`src/rtl/seq_det_pkg.sv`:
```
// Shared types and constants for the programmable serial pattern detector.
package seq_det_pkg;

  // Widest pattern the config type can carry.
  localparam int MAX_LEN_LIMIT = 64;
  localparam int LEN_W_LIMIT   = 7;

  // Bits needed to hold a length value in 0..max_len.
  function automatic int len_w(input int max_len);
    return $clog2(max_len + 1);
  endfunction

  // One complete detector configuration.
  typedef struct packed {
    logic [MAX_LEN_LIMIT-1:0] pattern;
    logic [LEN_W_LIMIT-1:0]   len;
    logic                     overlap;
  } cfg_t;

  // Power-up configuration: non-overlapping "1011", same as the legacy detector.
  localparam cfg_t DEF_RST_CFG = '{
    pattern: 64'b1011,
    len:     7'd4,
    overlap: 1'b0
  };

endpackage

```
`src/rtl/sat_counter.sv`:
```
// Saturating up-counter with synchronous clear; clear wins over increment.
module sat_counter #(
  parameter int W = 16
) (
  input  logic         clk,
  input  logic         rstn,
  input  logic         clr,
  input  logic         inc,
  output logic [W-1:0] q
);

  logic [W-1:0] q_reg;

  // Count up on inc, stick at all-ones, clear on request.
  always_ff @(posedge clk) begin
    if (!rstn) begin
      q_reg <= '0;
    end else if (clr) begin
      q_reg <= '0;
    end else if (inc && (q_reg != {W{1'b1}})) begin
      q_reg <= q_reg + W'(1);
    end
  end

  assign q = q_reg;

endmodule

```
`src/rtl/seq_detector_prog.sv`:
```
// Runtime-programmable serial bit-pattern detector with registered match
// pulse and a saturating match counter.
module seq_detector_prog
  import seq_det_pkg::*;
#(
  parameter int                 MAX_LEN     = 16,
  parameter int                 CNT_W       = 16,
  parameter logic [MAX_LEN-1:0] RST_PATTERN = MAX_LEN'(DEF_RST_CFG.pattern),
  parameter int                 RST_LEN     = int'(DEF_RST_CFG.len),
  parameter bit                 RST_OVERLAP = DEF_RST_CFG.overlap,
  localparam int                LEN_W       = len_w(MAX_LEN)
) (
  input  logic               clk,
  input  logic               rstn,
  input  logic               in_valid,
  input  logic               in_bit,
  input  logic               cfg_load,
  input  logic [MAX_LEN-1:0] cfg_pattern,
  input  logic [LEN_W-1:0]   cfg_len,
  input  logic               cfg_overlap,
  input  logic               cnt_clear,
  output logic               match,
  output logic [CNT_W-1:0]   match_count,
  output logic               cfg_err
);

  localparam logic [LEN_W-1:0] RST_LEN_V = LEN_W'(RST_LEN);
  localparam logic             RST_ERR   = (RST_LEN == 0) || (RST_LEN > MAX_LEN);
  localparam logic [LEN_W-1:0] MAX_FILL  = LEN_W'(MAX_LEN);
  localparam logic [MAX_LEN:0] ONE_W     = (MAX_LEN + 1)'(1);

  // Active configuration
  logic [MAX_LEN-1:0] pat_reg,     pat_next;
  logic [LEN_W-1:0]   len_reg,     len_next;
  logic               overlap_reg, overlap_next;
  logic               err_reg,     err_next;

  // Detection state
  logic [MAX_LEN-1:0] hist_reg,  hist_next;
  logic [LEN_W-1:0]   fill_reg,  fill_next;
  logic               match_reg, match_next;

  logic [MAX_LEN-1:0] hist_shift;
  logic [LEN_W-1:0]   fill_inc;
  logic [MAX_LEN:0]   mask_w;
  logic               window_eq;
  logic               hit;

  // Candidate history/fill if the current bit is accepted. The mask is one
  // bit wider than the history so len == MAX_LEN does not overflow the shift.
  always_comb begin
    hist_shift = {hist_reg[MAX_LEN-2:0], in_bit};
    fill_inc   = (fill_reg == MAX_FILL) ? fill_reg : fill_reg + LEN_W'(1);
    mask_w     = (ONE_W << len_reg) - ONE_W;
    window_eq  = ((({1'b0, hist_shift} ^ {1'b0, pat_reg}) & mask_w) == '0);
  end

  // Next-state: a config load takes priority and swallows any coincident bit;
  // otherwise a valid bit shifts in and may complete a match.
  always_comb begin
    pat_next     = pat_reg;
    len_next     = len_reg;
    overlap_next = overlap_reg;
    err_next     = err_reg;
    hist_next    = hist_reg;
    fill_next    = fill_reg;
    hit          = 1'b0;

    if (cfg_load) begin
      pat_next     = cfg_pattern;
      len_next     = cfg_len;
      overlap_next = cfg_overlap;
      err_next     = (cfg_len == '0) || (cfg_len > MAX_FILL);
      hist_next    = '0;
      fill_next    = '0;
    end else if (in_valid) begin
      hist_next = hist_shift;
      fill_next = fill_inc;
      hit       = (fill_inc >= len_reg) && window_eq && !err_reg;
      // Non-overlapping: the matched window must not seed the next match.
      if (hit && !overlap_reg) begin
        fill_next = '0;
      end
    end

    match_next = hit;
  end

  // State register; reset restores the power-up configuration and drops history.
  always_ff @(posedge clk) begin
    if (!rstn) begin
      pat_reg     <= RST_PATTERN;
      len_reg     <= RST_LEN_V;
      overlap_reg <= RST_OVERLAP;
      err_reg     <= RST_ERR;
      hist_reg    <= '0;
      fill_reg    <= '0;
      match_reg   <= 1'b0;
    end else begin
      pat_reg     <= pat_next;
      len_reg     <= len_next;
      overlap_reg <= overlap_next;
      err_reg     <= err_next;
      hist_reg    <= hist_next;
      fill_reg    <= fill_next;
      match_reg   <= match_next;
    end
  end

  sat_counter #(
    .W(CNT_W)
  ) u_match_cnt (
    .clk  (clk),
    .rstn (rstn),
    .clr  (cnt_clear),
    .inc  (hit),
    .q    (match_count)
  );

  assign match   = match_reg;
  assign cfg_err = err_reg;

endmodule

```
`config.mk`:
```
export PLATFORM = sky130hd
export DESIGN_NAME = seq_detector_prog
export DESIGN_NICKNAME = d
export VERILOG_FILES = /design/src/rtl/seq_det_pkg.sv /design/src/rtl/sat_counter.sv /design/src/rtl/seq_detector_prog.sv
export SDC_FILE = /design/constraint.sdc
export NUM_CORES = 1
export LEC_CHECK = 0
export ABC_AREA = 1
export CORE_MARGIN = 4
export CORE_UTILIZATION = 59
export DETAILED_ROUTE_END_ITERATION = 10
export PLACE_DENSITY = 0.92
export RECOVER_POWER = 25
export SETUP_SLACK_MARGIN = 0.02
export SYNTH_ARGS = -nofsm -noshare
export SYNTH_HDL_FRONTEND = slang
export SYNTH_SLANG_ARGS = --single-unit
```
`constraint.sdc`:
```
create_clock -name clk -period 4.3 [get_ports clk]
set_input_delay 0.86 -clock clk [delete_from_list [all_inputs] [get_ports clk]]
set_output_delay 0.86 -clock clk [all_outputs]
set_load 0.1 [all_outputs]
```
==> results of run 1 <==
==> cell type report <==
type	count	share of cell area, %
Tap cell	70	2.22
Timing Repair Buffer	47	11.8
Clock buffer	12	3.68
Multi-Input combinational cell	353	46.4
Clock inverter	4	1.84
Inverter	38	3.62
Sequential cell	60	30.5
==> layout by cell type, fill, tap and decap left out, drive strengths merged, types with 4 or more instances in the layout <==
cell and instances:
clkbuf 12, nor2 80, dfxtp 60, clkdlybuf4s50 43
nand3 29, inv 38, nor3 4, nand2 97
nand4 22, o21ai 31, ha 9, a21oi 45
xor2 25, xnor2 5
==> worst min-delay path, cell delays in order, from the launching register on <==
cell	delay [ps]
dfxtp_1	320
nand2_1	60
a21oi_1	50
==> where the power goes <==
group	internal, W	switching, W	leakage, nW
clock network	0.000342	0.000233	0.107
registers	0.000573	0.0000177	0.490
logic	0.0000624	0.0000983	0.948
total	0.000977	0.000349	1.54
==> worst paths after layout <==
path	to	slack (ps)
max	u_match_cnt.q[1]	1440
min	hist_reg[14]	480
max reg2reg	u_match_cnt.q[1]	1440
min reg2reg	hist_reg[14]	480
==> cells by family after synthesis <==
logic type | synth area share (%)
compound gates | 12.7
buf+inv | 7.02
xor+xnor | 8.06
fa+ha+maj | 3.45
simple gates | 31.9
flops | 36.9
==> per-stage QoR <==
stage / worst slack [ps] / instances / instance area (µm²)
floorplan: 1640 / 467 / 3260
global placement: 1380 / 568 / 3730
detailed placement: 1330 / 568 / 3730
CTS: 1480 / 584 / 3940
global route: 1210 / 584 / 3940
finish: 1440 / 584 / 3940
==> layer usage <==
layer | GRT usage, % | vias up | wire length [µm]
li1 | - | 1618 | -
met3 | 6.72 | 28 | 779
met2 | 43.9 | 186 | 4140
met1 | 32.2 | 1598 | 3490
met5 | 0 | - | 0
met4 | 12.6 | 0 | 209
==> flow_summary.yaml, run 1 <==
floorplan:
  dieArea_um2: 6780
  fp-row-count: 26
  initial_core_util_pct: 62.2
  die_h_um: 82.3
  ios: 46
  coreArea_um2: 5240
  die_x_um: 82.3
clocking:
  cts_root_buf: "clkbuf_8"
  ctsHtreeMaxLevel: 3
  cts_resized: 0
  cts_tree: "built"
  hold_buffers: 0
  numCtsBuffers: 9
  path_clk_slew_ps: 70
  clk_path_buf_depth: 2
  postCtsSetupRepairBufs: 0
  clkSinkCount: 60
  clock_latency_ps: 350
critical_path:
  r2r-start: "fill_reg[0]"
  crit_path_start_kind: "flip-flop"
  path_class: "reg -> reg"
  slowest_stage: "nor2_4"
  cp_num_cells: 16
  path_delay_family: "simple AND/OR/NAND/NOR gates"
  path_common_cell: "nor2_1"
  endpoint_kind: "flip-flop"
  crit_arrival_ps: 3150
  reg2reg_depth: 16
  crit_buf_inv: 2
  path_cells: "ha_1 -> nand2_1 -> nor2_1 -> xnor2_1 -> inv_1 -> ha_1 -> nand4_1 -> o221ai_1 -> a21oi_1 -> nor2_1 -> nand2_1 -> nor2_4 -> nand3_4 -> inv_1 -> nor2_1 -> nor2_1"
  critPathMaxFanout: 19
  startpoint: "fill_reg[0]"
  max_stage_delay_ps: 400
  crit_required_ps: 4590
route:
  vias: 3430
  drt-initial-drc-count: 425
  route.detailed.drc: 1
  firstDrtPassIters: 8
  wl_per_cell_um: 14.8
  drt-vias-per-instance: 5.87
  routed_wl_um: 8630
  ant_nets: 0
yosys:
  synth-edff-count: 0
  yosysTopAreaCell: "dfxtp_1"
  ys_seq_elements: 60
  synth.distinct_cells: 30
  synthTopCellsByCount: "nand2_1 (94), nor2_1 (74), dfxtp_1 (60), a21oi_1 (45), inv_1 (34)"
  synth-async-reset-ratio_pct: 0
  synth_fp_nets: 504
  ys_top_cells_by_area: "dfxtp_1 (37%), nand2_1 (11%), nor2_1 (8.5%)"
  syn_area_um2: 3260
  yosysMostFrequentCell: "nand2_1"
  synth_top_cell_area_share_pct: 36.9
  ys_seq_area_share_pct: 36.9
  synth_flop_cell: "dfxtp_1"
  synth_area_per_cell_um2: 6.98
  yosysWarnings: 0
  synthCells: 467
pwr:
  p_per_area_nw_per_um2: 336
  max-vdd-ir-drop_uv: 216
  p_leak_nw: 1.54
  total_power_w: 0.00133
timing:
  post-route-period-util_pct: 66.5
  hold_viol: 0
  post-route-min-period_ps: 2860
  fmax_ghz: 0.350
  setup_viol: 0
  rsz0062_at_grt: "false"
  slew_viol_final: 0
  hold_ws_ps: 476
  skew_ps: 8.64
  tns_ps: 0
  slew_headroom_pct: 34.7
  tightest_slew_ps: 977
cells_and_area:
  nNetsFinal: 546
  antenna_cells: 0
  seq_area_um2: 1200
  drive_gt1_share_pct: 6.61
  syn2layout_area_growth_pct: 21.0
  fin_util_pct: 75.3
  fillCellCount: 391
  multiInputGateArea_um2: 1830
global_route:
  grt_first_pass_wirelength_um: 13800
  grt_max_degree: 27
  grt_pass1_vias: 3046
  antenna_found_initial: 0
  overflow: 0
  grtUsageTotal_pct: 26.6
run_status:
  failed_checks: "design-rule violations"
  status: "finished with violations"
placed_design:
  numPortBuffers: 45
  hpwlAfterDp_um: 5990
  gp_congestion: 0.968
worst_hold_path:
  hold_depth: 2
  hold_class: "reg -> reg"
  hp-start: "hist_reg[14]"
flow_run:
  cap_violations: 0
Note: power is estimated with default switching activity, not from simulation.
==> run 2, diff against run 1 <==
--- a/config.mk
+++ b/config.mk
@@ -7,9 +7,9 @@
 export LEC_CHECK = 0
 export ABC_AREA = 1
 export CORE_MARGIN = 4
-export CORE_UTILIZATION = 59
+export CORE_UTILIZATION = 55
 export DETAILED_ROUTE_END_ITERATION = 10
-export PLACE_DENSITY = 0.92
+export PLACE_DENSITY = 0.87
 export RECOVER_POWER = 25
 export SETUP_SLACK_MARGIN = 0.02
 export SYNTH_ARGS = -nofsm -noshare
==> constraint.sdc (replaced) <==
create_clock -name clk -period 2.9 [get_ports clk]
set_input_delay 0.58 -clock clk [delete_from_list [all_inputs] [get_ports clk]]
set_output_delay 0.58 -clock clk [all_outputs]
set_load 0.1 [all_outputs]
==> flow_summary.yaml, run 2 (same netlist as run 1, synthesis figures left out) <==
pwr:
  p_leak_nw: 1.52
  max-vdd-ir-drop_uv: 332
  p_per_area_nw_per_um2: 468
  total_power_w: 0.00179
global_route:
  grt_pass1_vias: 3069
  grt_first_pass_wirelength_um: 13800
  grt_max_degree: 27
  grtUsageTotal_pct: 23.3
  antenna_found_initial: 0
  overflow: 0
cells_and_area:
  syn2layout_area_growth_pct: 17.6
  final_area_um2: 3830
  final_cells: 591
  layout_commonest_cell: "nand2_1"
  nNetsFinal: 551
  layout_common_cells: "nand2_1 (94), nor2_1 (74), dfxtp_1 (60)"
  fillCellCount: 493
  drive_gt1_share_pct: 8.09
  antenna_cells: 0
route:
  drt-vias-per-instance: 5.63
  vias: 3325
  routed_wl_um: 8290
  route.detailed.drc: 0
  firstDrtPassIters: 7
  ant_nets: 0
  wl_per_cell_um: 14.0
  drt-initial-drc-count: 312
worst_hold_path:
  hold_class: "reg -> reg"
placed_design:
  hpwlAfterDp_um: 6030
  numPortBuffers: 45
  dp_cells: 575
  gp_congestion: 1.01
  placed_area_um2: 3720
critical_path:
  crit_required_ps: 3180
  endpoint_kind: "flip-flop"
  crit_arrival_ps: 2940
  path_class: "reg -> reg"
  crit_path_start_kind: "flip-flop"
  critPathMaxFanout: 11
clocking:
  cts_tree: "built"
  clkSinkCount: 60
  clk_path_buf_depth: 2
  postCtsSetupRepairBufs: 0
  cts_root_buf: "clkbuf_8"
  numCtsBuffers: 9
  hold_buffers: 0
  ctsHtreeMaxLevel: 3
  path_clk_slew_ps: 80
  cts_resized: 0
  clock_latency_ps: 350
timing:
  fmax_ghz: 0.375
  setup_viol: 0
  skew_ps: 11.4
  slew_headroom_pct: 21.2
  slew_viol_final: 0
  rsz0062_at_grt: "false"
  hold_ws_ps: 485
  hold_viol: 0
  post-route-period-util_pct: 91.8
  tns_ps: 0
  tightest_slew_ps: 1190
  post-route-min-period_ps: 2660
floorplan:
  dieArea_um2: 7220
  coreArea_um2: 5640
  fp-row-count: 27
  die_h_um: 85.0
  ios: 46
  die_x_um: 85.0
  initial_core_util_pct: 57.8
flow_run:
  cap_violations: 0
run_status:
  status: "complete, no violations"
[run 2: metrics by stage]
step	worst slack (ps)	util, %
after global placement	449	66.0
after global routing	63.7	68.0
final	236	68.0
after CTS	275	69.1
after detailed placement	311	66.0
after floorplan	239	-
[run 2: area by class of cell]
cell class / count / area, µm² / area share [%]
clock buffer: 9 / 124 / 3.23
tap: 72 / 90.1 / 2.35
inverter: 38 / 143 / 3.72
timing repair buffer: 52 / 394 / 10.3
clock inverter: 7 / 52.6 / 1.37
sequential: 60 / 1200 / 31.3
multi-input combinational: 353 / 1830 / 47.7
[run 2: path summary, 6_finish.rpt]
| path | from | depth (start not counted) | slack, ps | to |
|---|---|---|---|---|
| max | fill_reg[0] | 15 | 240 | u_match_cnt.q[12] |
| min | fill_reg[3] | 2 | 490 | fill_reg[3] |
| max reg2reg | fill_reg[0] | 15 | 240 | u_match_cnt.q[12] |
| min reg2reg | fill_reg[3] | 2 | 490 | fill_reg[3] |
[run 2: power breakdown]
part	internal [W]	leakage, nW	switching (W)	total (W)
combinational	0.0000933	0.937	0.000145	0.000239
clock	0.000313	0.0896	0.000367	0.000680
sequential	0.000849	0.490	0.0000255	0.000875
total	0.00126	1.52	0.000538	0.00179
[run 2: critical path: stages, from the launching register on]
cell and delay [ps]:
dfxtp_1 380, ha_1 190, nand2_1 70, nor2_1 130, xnor2_1 130, inv_1 70, ha_1 330, nand4_1 110
o221ai_1 180, a21oi_1 60, nor2_1 100, nand2_1 90, nor2_4 250, buf_4 230, nand4_1 110, a21oi_1 170
[run 2: layer usage]
| metal | GRT usage [%] | up-vias | share of wire [%] |
|---|---|---|---|
| met4 | 8.35 | 0 | 2.0 |
| met3 | 6.60 | 19 | 7.9 |
| met5 | 0 | - | 0 |
| met2 | 37.6 | 131 | 46 |
| li1 | - | 1636 | - |
| met1 | 29.6 | 1539 | 44 |
==> run 3, diff against run 2 <==
--- a/config.mk
+++ b/config.mk
@@ -8,6 +8,7 @@
 export ABC_AREA = 1
 export CORE_MARGIN = 4
 export CORE_UTILIZATION = 55
+export CTS_BUF_LIST = sky130_fd_sc_hd__clkbuf_8 sky130_fd_sc_hd__clkbuf_16
 export DETAILED_ROUTE_END_ITERATION = 10
 export PLACE_DENSITY = 0.87
 export RECOVER_POWER = 25
==> results of run 3 <==
Same layout as run 2: the final DEF is identical, and so are final timing and power.
